==> src/rtl/serial_frame_transmitter.sv <==
// serial_frame_transmitter: parallel-to-serial frame sender for a downstream
// serial-load register. A word accepted on start && ready is emitted one bit
// per clock, and ctrl_output carries the shift code that makes the register
// rebuild the word in its original bit order.
module serial_frame_transmitter #(
  parameter int unsigned WIDTH                = 8,
  parameter logic [2:0]  CTRL_NONE            = 3'd0,
  parameter logic [2:0]  CTRL_SERIAL_MSB_LOAD = 3'd3,
  parameter logic [2:0]  CTRL_SERIAL_LSB_LOAD = 3'd4
) (
  input  logic             clk,
  input  logic             sync_reset,
  input  logic [WIDTH-1:0] parallel_data_input,
  input  logic             start,
  input  logic             lsb_first,
  output logic             ready,
  output logic             busy,
  output logic             serial_data_output,
  output logic [2:0]       ctrl_output,
  output logic             done
);

  localparam int unsigned CNT_W = (WIDTH > 1) ? $clog2(WIDTH) : 1;

  typedef enum logic [1:0] {
    S_IDLE  = 2'd0,
    S_SHIFT = 2'd1,
    S_DONE  = 2'd2
  } state_t;

  state_t           r_state;
  logic [WIDTH-1:0] r_shift;
  logic             r_lsb;
  logic [CNT_W-1:0] r_cnt;

  // Frame FSM: the captured word is pre-shifted on accept so the first bit
  // is already on serial_data_output right after the accepting edge.
  always_ff @(posedge clk) begin
    if (sync_reset) begin
      r_state            <= S_IDLE;
      r_shift            <= '0;
      r_lsb              <= 1'b0;
      r_cnt              <= '0;
      ready              <= 1'b1;
      busy               <= 1'b0;
      done               <= 1'b0;
      serial_data_output <= 1'b0;
      ctrl_output        <= CTRL_NONE;
    end else begin
      case (r_state)
        S_IDLE: begin
          ready              <= 1'b1;
          busy               <= 1'b0;
          done               <= 1'b0;
          serial_data_output <= 1'b0;
          ctrl_output        <= CTRL_NONE;
          if (start) begin
            r_state <= S_SHIFT;
            ready   <= 1'b0;
            busy    <= 1'b1;
            r_lsb   <= lsb_first;
            r_cnt   <= CNT_W'(WIDTH - 1);
            if (lsb_first) begin
              // LSB first pairs with shift-right / insert-at-MSB downstream
              serial_data_output <= parallel_data_input[0];
              r_shift            <= parallel_data_input >> 1;
              ctrl_output        <= CTRL_SERIAL_MSB_LOAD;
            end else begin
              // MSB first pairs with shift-left / insert-at-LSB downstream
              serial_data_output <= parallel_data_input[WIDTH-1];
              r_shift            <= parallel_data_input << 1;
              ctrl_output        <= CTRL_SERIAL_LSB_LOAD;
            end
          end
        end

        S_SHIFT: begin
          if (r_cnt == '0) begin
            r_state            <= S_DONE;
            done               <= 1'b1;
            serial_data_output <= 1'b0;
            ctrl_output        <= CTRL_NONE;
          end else begin
            r_cnt <= r_cnt - CNT_W'(1);
            if (r_lsb) begin
              serial_data_output <= r_shift[0];
              r_shift            <= r_shift >> 1;
            end else begin
              serial_data_output <= r_shift[WIDTH-1];
              r_shift            <= r_shift << 1;
            end
          end
        end

        S_DONE: begin
          r_state <= S_IDLE;
          ready   <= 1'b1;
          busy    <= 1'b0;
          done    <= 1'b0;
        end

        default: begin
          r_state            <= S_IDLE;
          ready              <= 1'b1;
          busy               <= 1'b0;
          done               <= 1'b0;
          serial_data_output <= 1'b0;
          ctrl_output        <= CTRL_NONE;
        end
      endcase
    end
  end

endmodule
==> config.mk <==
export PLATFORM = sky130hd
export DESIGN_NAME = serial_frame_transmitter
export DESIGN_NICKNAME = d
export VERILOG_FILES = /design/src/rtl/serial_frame_transmitter.sv
export SDC_FILE = /design/constraint.sdc
export NUM_CORES = 1
export LEC_CHECK = 0
export ABC_AREA = 1
export CORE_MARGIN = 2
export CORE_UTILIZATION = 55
export CTS_CLUSTER_DIAMETER = 50
export CTS_CLUSTER_SIZE = 30
export DETAILED_ROUTE_END_ITERATION = 16
export GPL_ROUTABILITY_DRIVEN = 1
export GPL_TIMING_DRIVEN = 1
export PLACE_DENSITY_LB_ADDON = 0.15
export REMOVE_ABC_BUFFERS = 1
export SLEW_MARGIN = 20
export SYNTH_ARGS = -nofsm -noshare
export SYNTH_HDL_FRONTEND = slang
export SYNTH_SLANG_ARGS = --single-unit
==> constraint.sdc <==
create_clock -name clk -period 3.8 [get_ports clk]
set_input_delay 0.76 -clock clk [delete_from_list [all_inputs] [get_ports clk]]
set_output_delay 0.76 -clock clk [all_outputs]
set_load 0.01 [all_outputs]
==> flow_summary.yaml, run 1 <==
run_status:
  outcome: "finished, final reports clean"
setup_path:
  r2r-end: "r_shift[6]"
  reg2reg_slack_ps: 2310
  criticalPathCategory: "flip-flop to output port"
  critPathBufInv: 1
  cp_top_family: "buffers and inverters"
  startpoint_type: "flip-flop"
  path_cells: "clkdlybuf4s50_1"
  required_ps: 3040
  cp-startpoint: "ctrl_output[1]"
  critPathMaxFanout: 3
  arrival_ps: 1230
  reg2reg_depth: 7
  crit_path_max_incr_delay_ps: 550
  r2r-start: "r_state[0]"
  cp-end-kind: "output port"
  cp_slowest_cell: "clkdlybuf4s50_1"
global_route:
  grt_pass1_wl_mm: 4.30
  first_global_vias: 1003
  antenna_found_initial: 0
  grt_use_total: 0.222
  grt_overflow: 0
  grt_max_degree: 15
hold_path:
  hp-class: "flip-flop to flip-flop"
  min_to: "r_cnt[1]"
  worst_hold_startpoint: "r_cnt[1]"
  holdPathStages: 2
clock_network:
  cts-buffers-inserted: 3
  holdBufCountCts: 0
  cts_tree: "built"
  cts_root_buf: "clkbuf_4"
  numClockSinks: 20
  clock_path_buffers: 2
  htreeDepth: 1
  cts-resized-gates: 0
  clk_latency_ps: 310
  post_cts_buffers: 0
  clk_pin_slew_worst_paths_ps: 120
yosys:
  yosysSeqAreaShare: 0.340
  avgSynthCellArea_um2: 6.30
  synthCells: 187
  yosysWarnings: 0
  netlist_area_um2: 1180
  synth_cell_types: 22
  ys_ff_latch: 20
drt:
  m1WireLength_mm: 1.17
  first_pass_iters: 4
  wl_mm: 2.58
  met3_length_um: 203
  wl_per_cell_um: 11.2
  dr.first_iter.drc_count: 61
  ant_nets: 0
  routed_via_density: 5.07
  route.top_layer_used: "met4"
  vias: 1167
  dr_wl_met2_mm: 1.19
  drc: 0
floorplan:
  die_x_um: 50.3
  start_util: 0.595
  die_y_um: 50.3
  boundaryPins: 19
  die_area_um2: 2530
  coreArea_um2: 1980
  row_count: 16
timing:
  relSlewSlack: 0.721
  worst_pin_slew_ps: 418
  fin_setup_tns_ps: 0
  drv_slew: 0
  finalSetupViolCount: 0
  fin_crit_ps: 1990
  rsz0062_at_grt: "no"
  hold_viol: 0
  period_share: 0.523
  finClkSkew_ps: 6.00
  max_clock_freq_mhz: 503
job:
  max_cap_violations: 0
cells_and_area:
  fill_cells: 170
  syn_to_final_growth_pct: 19.0
  finalNetCount: 218
  n_antenna_cell: 0
  drive_gt1_frac: 0.0690
  fin_util: 0.708
placement:
  globalplace.congestion: 0.879
  hpwl_mm: 1.90
  port-buffer-count: 18
power:
  leakage_uw: 0.000699
  powerDensity_nw_per_um2: 438
  irDropWorstVdd_mv: 0.346
metal layers:
metal | global-route usage | vias to the layer above
li1 | - | 600
met1 | 0.295 | 515
met2 | 0.375 | 48
met3 | 0.0387 | 4
met4 | 0.0541 | 0
met5 | 0 | -
cell families after synthesis:
kind of cell    synth area share
simple gates               0.492
buf+inv                    0.115
flops                      0.340
compound gates            0.0329
fa+ha+maj                 0.0212
how the worst max path moves through the flow:
stage / endpoint / cells after the start
detailed placement: serial_data_output / 8
CTS: ctrl_output[1] / 1
finish: ctrl_output[1] / 1
global placement: serial_data_output / 8
floorplan: ready / 4
global route: ctrl_output[0] / 1
synth_stat cells (all sizes together):
master | count | area [um^2]
nand3b | 3 | 22.5
ha | 2 | 25.0
nand3 | 25 | 138
o21ai | 1 | 5.00
clkinv | 1 | 3.75
clkbuf | 1 | 3.75
buf | 5 | 38.8
nor2 | 22 | 97.6
nand2 | 78 | 322
dfxtp | 20 | 400
inv | 23 | 88.8
a21oi | 6 | 33.8
layout make-up:
class	count	area [um^2]	share of cell area
tap	27	33.8	0.0241
inverter	24	92.6	0.0660
clock inverter	1	30.0	0.0214
multi-input combinational	137	643	0.459
timing repair buffer	18	180	0.128
sequential	20	400	0.285
clock buffer	3	22.5	0.0161
per-stage QoR:
stage	cell area (um^2)	setup slack (ps)	hold slack [ps]	power [uW]	cells
finish	1400	1810	460	614	230
global route	1400	1760	492	651	230
CTS	1400	1810	465	615	230
detailed placement	1350	1580	443	440	226
global placement	1350	1630	432	435	226
floorplan	1140	2460	419	384	181
power by group:
group | internal, uW | switching, uW | total (uW)
Sequential | 235 | 18.3 | 254
Clock | 107 | 70.3 | 177
Combinational | 72.0 | 111 | 183
cell usage in the layout, fill, tap and decap left out, drive strengths merged:
master	count
clkdlybuf4s50	18
clkinv	1
ha	2
nand3	25
clkbuf	3
nor2	22
inv	23
a21oi	6
nand3b	3
o21ai	1
nand2	78
dfxtp	20
bufinv	1
sequential cells by signal, summed over array words and instances (netlist names):
| name | flops |
|---|---|
| busy | 1 |
| ctrl_output | 2 |
| done | 1 |
| r_cnt | 3 |
| r_lsb | 1 |
| r_shift | 8 |
| r_state | 2 |
| ready | 1 |
| serial_data_output | 1 |
Note: power is estimated with default switching activity, not from simulation.
==> run 2, diff against run 1 <==
CORE_UTILIZATION = 52   (was 55)
clock period = 1.95 ns   (was 3.8 ns; I/O delays follow)
==> run 2 against run 1 <==
Non-clock buffer count up 3; hold slack worse by 7.5 ps; flip-flop and latch count unchanged; die area up 5.3%; wire length up 4.2%; critical path depth unchanged; clock skew up 2.8 ps.
==> flow_summary.yaml, run 2 (synthesis results as in run 1) <==
run_status:
  outcome: "finished, final reports clean"
timing:
  hold_ws_ps: 453
  setup_slack_ps: 345
  worst_pin_slew_ps: 366
  finClkSkew_ps: 8.84
  drv_slew: 0
  fin_setup_tns_ps: 0
  fin_crit_ps: 1600
  hold_viol: 0
  relSlewSlack: 0.755
  period_share: 0.823
  max_clock_freq_mhz: 623
  rsz0062_at_grt: "no"
  finalSetupViolCount: 0
floorplan:
  row_count: 17
  start_util: 0.543
  die_area_um2: 2660
  coreArea_um2: 2170
  die_x_um: 51.6
  die_y_um: 51.6
  boundaryPins: 19
clock_network:
  cts_root_buf: "clkbuf_4"
  clk_latency_ps: 300
  post_cts_buffers: 0
  cts-buffers-inserted: 3
  cts_tree: "built"
  cts-resized-gates: 0
  clock_path_buffers: 2
  htreeDepth: 1
  numClockSinks: 20
  clk_pin_slew_worst_paths_ps: 110
  holdBufCountCts: 0
power:
  irDropWorstVdd_mv: 0.611
  leakage_uw: 0.000706
  power_uw: 1100
  powerDensity_nw_per_um2: 780
drt:
  dr.first_iter.drc_count: 31
  ant_nets: 0
  routed_via_density: 5.04
  first_pass_iters: 4
  drc: 0
  wl_mm: 2.69
  wl_per_cell_um: 11.5
  vias: 1179
global_route:
  grt_pass1_wl_mm: 4.64
  antenna_found_initial: 0
  grt_use_total: 0.228
  grt_overflow: 0
  first_global_vias: 1090
  grt_max_degree: 15
hold_path:
  hp-class: "flip-flop to flip-flop"
  worst_hold_startpoint: "r_cnt[1]"
  holdPathStages: 2
setup_path:
  crit_end: "ctrl_output[0]"
  crit_path_max_incr_delay_ps: 550
  arrival_ps: 1210
  cp_top_family: "buffers and inverters"
  cp-startpoint: "ctrl_output[1]"
  critPathMaxFanout: 3
  cp_slowest_cell: "clkdlybuf4s50_1"
  cp.depth: 1
  criticalPathCategory: "flip-flop to output port"
  cp-end-kind: "output port"
  r2r-end: "r_shift[4]"
  r2r-start: "r_state[0]"
  reg2reg_depth: 7
  critPathBufInv: 1
  startpoint_type: "flip-flop"
  path_cells: "clkdlybuf4s50_1"
  required_ps: 1560
  reg2reg_slack_ps: 530
placement:
  preCtsSetupSlack_ps: 328
  globalplace.congestion: 0.890
  hpwl_mm: 2.02
  port-buffer-count: 18
cells_and_area:
  drive_gt1_frac: 0.0825
  max_flop_register: "r_shift"
  largestRegisters: "r_shift: 8 flops, r_cnt: 3 flops"
  fill_cells: 218
  syn_to_final_growth_pct: 19.6
  largest_reg_flops: 8
  mostFrequentLayoutCells: "74 x nand2_1, 24 x nand3_1, 21 x inv_1, 20 x nor2_1, 20 x dfxtp_1"
  fin_util: 0.650
  finalNetCount: 221
  final_common_cell: "nand2_1"
  n_antenna_cell: 0
job:
  max_cap_violations: 0
-- run 2: per-stage QoR --
step / instances / cell area [um^2]
after global routing: 234 / 1410
after CTS: 234 / 1410
after floorplan: 181 / 1140
after detailed placement: 230 / 1370
final: 234 / 1410
after global placement: 230 / 1370
-- run 2: layout make-up --
type	count	area (um^2)	area share
flip-flops and latches	20	400	0.284
repair buffers	21	203	0.144
inverters	24	92.6	0.0657
clock buffers	4	36.3	0.0257
well taps	28	35.0	0.0248
multi-input cells	137	643	0.456
-- run 2: how the worst min path moves through the flow --
| stage | to | slack, ps |
|---|---|---|
| finish | r_cnt[1] | 450 |
| global route | r_cnt[1] | 500 |
| CTS | r_cnt[1] | 460 |
| detailed placement | r_cnt[1] | 440 |
| global placement | r_cnt[1] | 440 |
| floorplan | r_cnt[1] | 420 |
-- run 2: report_power, final --
part / internal [uW] / switching, uW / leakage [uW]
logic: 145 / 218 / 0.000520
clock network: 114 / 128 / 0.0000210
registers: 459 / 35.9 / 0.000165
total: 717 / 382 / 0.000706
-- run 2: metal layers --
layer  GRT usage  wire (um)  vias up
met5           0          0        -
met4      0.0789         30        0
met3      0.0287        123        4
met2       0.378       1230       31
met1       0.305       1310      533
li1            -          -      611
